### config.mk
export PLATFORM = sky130hd
export DESIGN_NAME = seg7_scan_ctrl_flat
export DESIGN_NICKNAME = d
export VERILOG_FILES = /design/src/rtl/seg7_scan_ctrl_if.sv /design/src/rtl/seg7_scan_ctrl.sv /design/src/flat_wrapper.sv
export SDC_FILE = /design/constraint.sdc
export NUM_CORES = 1
export LEC_CHECK = 0
export CAP_MARGIN = 20
export CORE_UTILIZATION = 56
export DETAILED_ROUTE_END_ITERATION = 16
export PLACE_DENSITY = 0.84
export SLEW_MARGIN = 20
export SYNTH_ARGS = -nofsm -noshare
export SYNTH_HDL_FRONTEND = slang
export SYNTH_SLANG_ARGS = --single-unit
export TNS_END_PERCENT = 5
### constraint.sdc
create_clock -name clock -period 3.1 [get_ports clock]
set_clock_uncertainty 0.15 [all_clocks]
set_input_delay 0.31 -clock clock [delete_from_list [all_inputs] [get_ports clock]]
set_output_delay 0.31 -clock clock [all_outputs]
set_load 0.005 [all_outputs]
### src/rtl/seg7_scan_ctrl_if.sv
// IO write stream from the CPU memory/IO steering stage into the seven-segment display slot.
interface seg7_scan_ctrl_if;
   logic        seg_write;
   logic        seg_cs;
   logic [1:0]  seg_addr;
   logic [15:0] seg_wdata;

   modport master (output seg_write, output seg_cs, output seg_addr, output seg_wdata);
   modport slave  (input  seg_write, input  seg_cs, input  seg_addr, input  seg_wdata);
endinterface

### src/rtl/seg7_scan_ctrl.sv
// Eight-digit multiplexed seven-segment controller: write-only registers, a digit scan counter,
// and registered active-low anode/segment drive with leading-zero blanking.
module seg7_scan_ctrl #(
   parameter int unsigned SCAN_DIV = 100000
) (
   input  logic              clock,
   input  logic              reset,
   seg7_scan_ctrl_if.slave   bus,
   output logic [7:0]        seg_an,
   output logic [7:0]        seg_out,
   output logic              frame_tick
);

   localparam int unsigned DIV_W = (SCAN_DIV > 1) ? $clog2(SCAN_DIV) : 1;

   logic [31:0]      disp_val_q,   disp_val_d;
   logic [7:0]       digit_en_q,   digit_en_d;
   logic [7:0]       dp_mask_q,    dp_mask_d;
   logic             lz_blank_q,   lz_blank_d;
   logic             disp_on_q,    disp_on_d;
   logic [DIV_W-1:0] div_cnt_q,    div_cnt_d;
   logic [2:0]       digit_idx_q,  digit_idx_d;
   logic [7:0]       seg_an_q,     seg_an_d;
   logic [7:0]       seg_out_q,    seg_out_d;
   logic             frame_tick_q, frame_tick_d;

   logic [7:0] lead_zero;
   logic       nz_seen;
   logic       slot_end;
   logic       lit;
   logic [3:0] nibble;

   function automatic logic [6:0] hex_decode(input logic [3:0] n);
      logic [7:0] s;
      case (n)
         4'h0: s = 8'hC0;  4'h1: s = 8'hF9;  4'h2: s = 8'hA4;  4'h3: s = 8'hB0;
         4'h4: s = 8'h99;  4'h5: s = 8'h92;  4'h6: s = 8'h82;  4'h7: s = 8'hF8;
         4'h8: s = 8'h80;  4'h9: s = 8'h90;  4'hA: s = 8'h88;  4'hB: s = 8'h83;
         4'hC: s = 8'hC6;  4'hD: s = 8'hA1;  4'hE: s = 8'h86;  default: s = 8'h8E;
      endcase
      return s[6:0];
   endfunction

   // lead_zero[i]: nibbles 7..i all zero; digit 0 is never a leading zero.
   always_comb begin
      nz_seen   = 1'b0;
      lead_zero = '0;
      for (int i = 7; i >= 1; i--) begin
         nz_seen      = nz_seen | (|disp_val_q[4*i +: 4]);
         lead_zero[i] = ~nz_seen;
      end
   end

   always_comb begin
      disp_val_d   = disp_val_q;
      digit_en_d   = digit_en_q;
      dp_mask_d    = dp_mask_q;
      lz_blank_d   = lz_blank_q;
      disp_on_d    = disp_on_q;

      if (bus.seg_write && bus.seg_cs) begin
         case (bus.seg_addr)
            2'b00: disp_val_d[15:0]  = bus.seg_wdata;
            2'b10: disp_val_d[31:16] = bus.seg_wdata;
            2'b01: begin
               digit_en_d = bus.seg_wdata[7:0];
               dp_mask_d  = bus.seg_wdata[15:8];
            end
            default: begin
               lz_blank_d = bus.seg_wdata[0];
               disp_on_d  = bus.seg_wdata[1];
            end
         endcase
      end

      // Scan timing is independent of register writes.
      slot_end     = (div_cnt_q == DIV_W'(SCAN_DIV - 1));
      div_cnt_d    = slot_end ? '0 : div_cnt_q + DIV_W'(1);
      digit_idx_d  = slot_end ? digit_idx_q + 3'd1 : digit_idx_q;
      frame_tick_d = slot_end && (digit_idx_q == 3'd7);

      nibble    = disp_val_q[{digit_idx_q, 2'b00} +: 4];
      lit       = disp_on_q && digit_en_q[digit_idx_q]
                  && !(lz_blank_q && lead_zero[digit_idx_q]);
      seg_an_d  = lit ? ~(8'b1 << digit_idx_q) : 8'hFF;
      seg_out_d = lit ? {~dp_mask_q[digit_idx_q], hex_decode(nibble)} : 8'hFF;
   end

   always_ff @(posedge clock) begin
      if (reset) begin
         disp_val_q   <= '0;
         digit_en_q   <= 8'hFF;
         dp_mask_q    <= '0;
         lz_blank_q   <= 1'b0;
         disp_on_q    <= 1'b1;
         div_cnt_q    <= '0;
         digit_idx_q  <= '0;
         seg_an_q     <= 8'hFF;
         seg_out_q    <= 8'hFF;
         frame_tick_q <= 1'b0;
      end else begin
         disp_val_q   <= disp_val_d;
         digit_en_q   <= digit_en_d;
         dp_mask_q    <= dp_mask_d;
         lz_blank_q   <= lz_blank_d;
         disp_on_q    <= disp_on_d;
         div_cnt_q    <= div_cnt_d;
         digit_idx_q  <= digit_idx_d;
         seg_an_q     <= seg_an_d;
         seg_out_q    <= seg_out_d;
         frame_tick_q <= frame_tick_d;
      end
   end

   assign seg_an     = seg_an_q;
   assign seg_out    = seg_out_q;
   assign frame_tick = frame_tick_q;

endmodule

### src/flat_wrapper.sv
// flat-port wrapper written by rule: the top's interface ports become plain ports
module seg7_scan_ctrl_flat 
#(
   parameter int unsigned SCAN_DIV = 100000
)
  (clock, reset, seg_an, seg_out, frame_tick, bus_seg_write, bus_seg_cs, bus_seg_addr, bus_seg_wdata);
  seg7_scan_ctrl_if bus_i ();
  input  logic clock;
  input  logic reset;
  output logic [7:0] seg_an;
  output logic [7:0] seg_out;
  output logic frame_tick;
  input wire logic [$bits(bus_i.seg_write)-1:0] bus_seg_write;
  input wire logic [$bits(bus_i.seg_cs)-1:0] bus_seg_cs;
  input wire logic [$bits(bus_i.seg_addr)-1:0] bus_seg_addr;
  input wire logic [$bits(bus_i.seg_wdata)-1:0] bus_seg_wdata;
  assign bus_i.seg_write = bus_seg_write;
  assign bus_i.seg_cs = bus_seg_cs;
  assign bus_i.seg_addr = bus_seg_addr;
  assign bus_i.seg_wdata = bus_seg_wdata;
  seg7_scan_ctrl #(.SCAN_DIV(SCAN_DIV)) u_core (.clock(clock), .reset(reset), .bus(bus_i), .seg_an(seg_an), .seg_out(seg_out), .frame_tick(frame_tick));
endmodule
=== Word level (Yosys, flattened, before mapping) ===
Memories as Yosys holds them, arrays and structs flattened. A register that Yosys moved wholly into a read port is not among the register bits.
Cells that the tools add are included.

* Flip-flop bits (word level): 87
* ROM bits: 112
* Input port bits: 22
* Output and inout bits: 17
* Logic and storage cells: 65
* Memories: 1

{| class="wikitable"
|+ Memory list
! memory !! depth !! bits a word !! rd ports !! clocked after memory_dff !! write ports !! RTL line !! text
|-
| (no name shown) || 16 || 7 || 1 || 1 || 0 || seg7_scan_ctrl.sv:35 || <nowiki>case (n)</nowiki>
|}

* Add/subtract/negate cells: 2
* Magnitude comparators: 1
* Equal/unequal tests: 4
* Shift operators: 2
* Multiplexer cells: 6
* Bitwise logic cells: 17
* Reductions and logical operators: 21

{| class="wikitable"
|+ Operators by type and width
! cell !! number
|-
| variable part select 32 x 6 -> 4 bit || 1
|-
| OR reduction 4 bit || 7
|-
| adder 17 x 1 -> 17 bit (second input constant) || 1
|-
| == test 17 bit (second input constant) || 1
|-
| NOT 1 bit || 10
|-
| binary-select mux 1 bit (select 3 bit) || 3
|-
| NOT 8 bit || 1
|-
| AND reduction 2 bit || 4
|-
| << shifter 1 x 3 -> 8 bit (first input constant) || 1
|-
| OR 1 bit || 6
|-
| logical AND 1 bit || 5
|-
| < comparator 3 x 4 -> 1 bit (second input constant) || 1
|-
| OR reduction 2 bit || 2
|-
| adder 3 x 1 -> 3 bit (second input constant) || 1
|-
| == test 3 bit (second input constant) || 1
|-
| 2-to-1 mux 1 bit || 3
|-
| OR reduction 3 bit || 1
|-
| == test 2 x 1 -> 1 bit (second input constant) || 1
|-
| == test 2 bit (second input constant) || 1
|-
| logical NOT 2 bit || 1
|-
| logical NOT 1 bit || 1
|}

=== Longest topological paths before layout ===
* Depth after elaboration: 15
* Gate-level depth with buffers: 11
* Gate-level depth less buffers: 9

=== Least setup slack after synthesis ===
No wires, ideal clock.

* Kind: register to register
* From: reg u_core.digit_idx_q[0]
* To: reg u_core.seg_out_q[3] (netlist: u_core.seg_out[3])
* Setup time: 0.115 ns
* Data arrival time: 2.186 ns
* Required time: 2.835 ns
* Setup slack: 0.649 ns
* Stages on the path, launching flop included: 11
* Buffers on the path: 2
* Period minus slack after synthesis: 2.451 ns
* Path through: dfxtp_1 buf_6 buf_2 mux4_2 nand2_1 and2_1 inv_1 ha_1 mux2_2 mux2i_1 nand2_1

* Cells in the longest elaborated chain, start to end: 7
* Elaborated cells between the ends (all ways): 11
* Those cells by class: shift: 1; mux: 4; bitwise: 1; reduce/logical: 5

{| class="wikitable"
|+ RTL lines
! item !! RTL line !! text
|-
| from (decl) || seg7_scan_ctrl.sv:22 || <nowiki>logic [2:0] digit_idx_q, digit_idx_d;</nowiki>
|-
| from (signal assigned) || seg7_scan_ctrl.sv:108 || <nowiki>digit_idx_q <= digit_idx_d;</nowiki>
|-
| binary-select mux 1 bit (select 3 bit) || seg7_scan_ctrl.sv:84 || <nowiki>&& !(lz_blank_q && lead_zero[digit_idx_q]);</nowiki>
|-
| 2-to-1 mux 1 bit (not written as such) || seg7_scan_ctrl.sv:84 ||
|-
| logical AND 1 bit || seg7_scan_ctrl.sv:84 ||
|-
| logical NOT 1 bit || seg7_scan_ctrl.sv:84 ||
|-
| logical AND 1 bit || seg7_scan_ctrl.sv:84 ||
|-
| NOT 1 bit (no source line) || -- ||
|-
| OR reduction 2 bit (no source line) || -- ||
|-
| to (decl) || seg7_scan_ctrl.sv:24 || <nowiki>logic [7:0] seg_out_q, seg_out_d;</nowiki>
|}

Several ways; a longest one is shown, not always the timed one. The select of a mux whose other input is x is not followed.
A chain may end at the register's enable or synchronous reset.

=== Worst setup path in the final report ===
* From: reg u_core.digit_idx_q[0]
* To: reg u_core.seg_out_q[5] (netlist: u_core.seg_out[5])

Same word-level chain as after synthesis.

==> key figures <==
Setup path
  – CP peak stage delay: 0.54 ns
  – Reg-to-reg endpoint: u_core.seg_out[5]$_SDFF_PP1_
  – Worst r2r src: u_core.digit_idx_q[0]$_SDFFE_PP0P_
  – R2R Setup Slk: 0.54 ns
  – Crit-path cells: buf_4 -> mux4_1 -> nor2_1 -> or4b_4 -> a31oi_4 -> o221ai_1
  – Buf+Inv Stages, Crit Path: 1
  – Crit-path max FO: 16
  – CP arrival: 2.61 ns
  – CP Data Required Time: 3.15 ns
  – FF-to-FF path depth: 6
  – CP endpoint kind: flop
  – Worst path slowest cell: or4b_4
  – Critical path launch point type: flop
  – WS Path Type: flop to flop
  – Delay-heaviest family, CP: compound AO/OA/AOI/OAI gates

Global route
  – Gr ovfl total: 0
  – First-pass GRT wire length: 13800 um
  – Gr usage total: 24.7%
  – Initial antenna violation count: 0
  – Vias in the first global route: 2876
  – Pin count of the biggest net entering global routing: 58

Finish
  – Finished Cell Area: 4470 um2
  – Filler instances: 510
  – Area grow syn2layout: 15.6%
  – Antenna cells: 0
  – Layout Nets: 500
  – Commonest non-fill, non-tap cells in the layout: 116 x nand2_1, 87 x dfxtp_1, 45 x a21oi_1
  – Layout cell share with drive strength beyond 1: 8.10%
  – Commonest non-fill, non-tap cell in the layout: nand2_1

STA
  – Max Fclk: 0.391 GHz
  – Slew Viols, Final: 0
  – Setup TNS: 0 ns
  – Fin worst setup slack: 0.541 ns
  – RSZ-0062 raised after global routing: false
  – Crit share post-route: 82.6%
  – Final setup violation count: 0
  – Slew headroom: 58.0%
  – Crit path time final: 2.56 ns
  – Hold Fails Final Rpt: 0
  – Worst Max-Slew Pin Slew: 0.630 ns
  – Hold WS: 0.219 ns

Drt
  – DR iter-0 viols: 144
  – Routed via count: 3099
  – Drt drc: 0
  – Vias per cell: 5.68
  – Routed len/inst: 15.2 um
  – DRT Pass-1 Iters: 4
  – WL final: 8290 um
  – Final ANT Viol Nets: 0

Clock tree
  – Worst skew pair latency: 0.36 ns
  – Sink Count: 87
  – Num CTS Buffers: 9
  – Htree depth: 3
  – TritonCTS clock tree: yes
  – Post-CTS setup buffer count: 0
  – Post_cts resized: 0
  – Worst-path clk slew: 0.09 ns
  – Root Buffer: clkbuf_8
  – # hold bufs at CTS: 0
  – Max Buffers Root-to-Sink: 2

Synth
  – Sequential area share after synthesis: 45.0%
  – Ys async rst share: 0%
  – Ys Warns: 0
  – Seq cells post-synth: 87
  – Post-synth cell types: 41
  – Syn Inst Count: 435
  – Net Count, Synth: 470
  – Syn Area/Cell: 8.89 um2
  – Dominant synthesized flop cell: dfxtp_1
  – Number of synthesized flops with an enable pin: 0
  – Top cells by area, synth: dfxtp_1 45%, nand2_1 11%, a21oi_1 5.8%, ha_1 4.2%, mux4_2 4.1%
  – Cell Area, Synth: 3870 um2
  – Synth top area share: 45.0%
  – Leading area contributor after synthesis: dfxtp_1

Run
  – Maxcap violations: 0

Outcome
  – Outcome: complete, no violations

Place
  – Placed cell areas: 4260 um2
  – Post-Place Worst Slack: 0.567 ns
  – DP Wirelength: 5920 um
  – GP Congestion: 0.945
  – PortBufs: 38

Hold path
  – HP Class: input port to flop
  – WHS Path Cells: 4
  – HP Start: reset
  – Hold Path End: u_core.seg_an[7]$_SDFF_PP1_

Power and ir drop
  – Final Total Pwr: 0.00217 W
  – Pwr dens: 486 nW/um2
  – Max IR drop VDD: 329 uV
  – Leakage: 1.66 nW

Floorplanning
  – Die Area: 7240 um2
  – Die width: 85.1 um
  – Placeable Area: 6490 um2
  – Chip height: 85.1 um
  – I/O pin total: 39
  – Starting Density: 59.5%
  – # rows: 29
power breakdown:
part           internal, W  total [W]  switching (W)
Clock             0.000455   0.000856       0.000401
Sequential         0.00114    0.00116      0.0000181
Combinational    0.0000756   0.000153      0.0000775
Total              0.00167    0.00217       0.000497
cells by family (layout without fill, tap and decap cells):
family	count (synthesis)	in the layout	share of synthesized area, %
XOR/XNOR	16	16	3.62
flip-flops	87	87	45.0
AND/OR/NAND/NOR	202	202	23.4
multiplexers	22	22	10.4
adder cells (fa/ha/maj)	13	13	4.21
buffers and inverters	35	69	4.30
AO/OA/AOI/OAI	60	60	9.03
final cells by class:
class | instances | area [um2] | share of cell area (%)
Tap cell | 77 | 96.3 | 2.15
Sequential cell | 87 | 1740 | 38.9
Multi-Input combinational cell | 313 | 1960 | 43.8
Timing Repair Buffer | 44 | 420 | 9.40
Clock inverter | 6 | 92.6 | 2.07
Inverter | 10 | 37.5 | 0.839
Clock buffer | 9 | 124 | 2.77
cells in the mapped netlist, types with 3 or more instances:
cell      number
xnor2_1        6
nand4_1        4
mux4_1         5
ha_1          13
buf_6          3
or2_2          3
inv_1          9
nand3_1       15
nand3b_1       9
nor2_1        31
a21oi_1       45
clkbuf_1      16
o221ai_1       3
mux4_2         7
o21ai_0        3
mux2i_1        7
xor2_1        10
buf_2          4
nor4_1         8
dfxtp_1       87
nand2_1      116
nor3_1         3
o211ai_1       6
state kept, by name, indices dropped and copies added, names as in the netlist:
signal	flops
u_core.disp_on_q	1
u_core.frame_tick	1
u_core.seg_out	8
u_core.seg_an	8
u_core.disp_val_q	32
u_core.div_cnt_q	17
u_core.dp_mask_q	8
u_core.digit_idx_q	3
u_core.lz_blank_q	1
u_core.digit_en_q	8
worst register-to-register path, stage by stage (launching register included):
cell and delay (ns):
dfxtp_1 0.52, buf_4 0.28, mux4_1 0.25, nor2_1 0.04, or4b_4 0.54, a31oi_4 0.39
o221ai_1 0.22
worst max-delay path by stage:
| stage | from | endpoint | slack, ns | cells past startpoint |
|---|---|---|---|---|
| floorplan | u_core.digit_idx_q[0]$_SDFFE_PP0P_ | u_core.seg_out[3]$_SDFF_PP1_ | 0.65 | 10 |
| global placement | u_core.digit_idx_q[0]$_SDFFE_PP0P_ | u_core.seg_out[6]$_SDFF_PP1_ | 0.67 | 6 |
| detailed placement | u_core.digit_idx_q[0]$_SDFFE_PP0P_ | u_core.seg_out[5]$_SDFF_PP1_ | 0.57 | 6 |
| CTS | u_core.digit_idx_q[0]$_SDFFE_PP0P_ | u_core.seg_out[5]$_SDFF_PP1_ | 0.54 | 6 |
| global route | u_core.digit_idx_q[0]$_SDFFE_PP0P_ | u_core.seg_out[3]$_SDFF_PP1_ | 0.38 | 9 |
| finish | u_core.digit_idx_q[0]$_SDFFE_PP0P_ | u_core.seg_out[5]$_SDFF_PP1_ | 0.54 | 6 |
through the flow:
| step | instances | util [%] |
|---|---|---|
| after global routing | 546 | 68.8 |
| after detailed placement | 531 | 65.5 |
| after CTS | 546 | 68.8 |
| final | 546 | 68.8 |
| after floorplan | 435 | - |
| after global placement | 531 | 65.5 |
layer usage:
metal  up-vias  global-route usage, %  wire length (um)
met2       103                   39.7              3940
met1      1451                   31.9              3710
met5         -                      0                 0
li1       1533                      -                 -
met3        12                   5.16               498
met4         0                   11.6               147
Power figures use the tool's default switching activity.
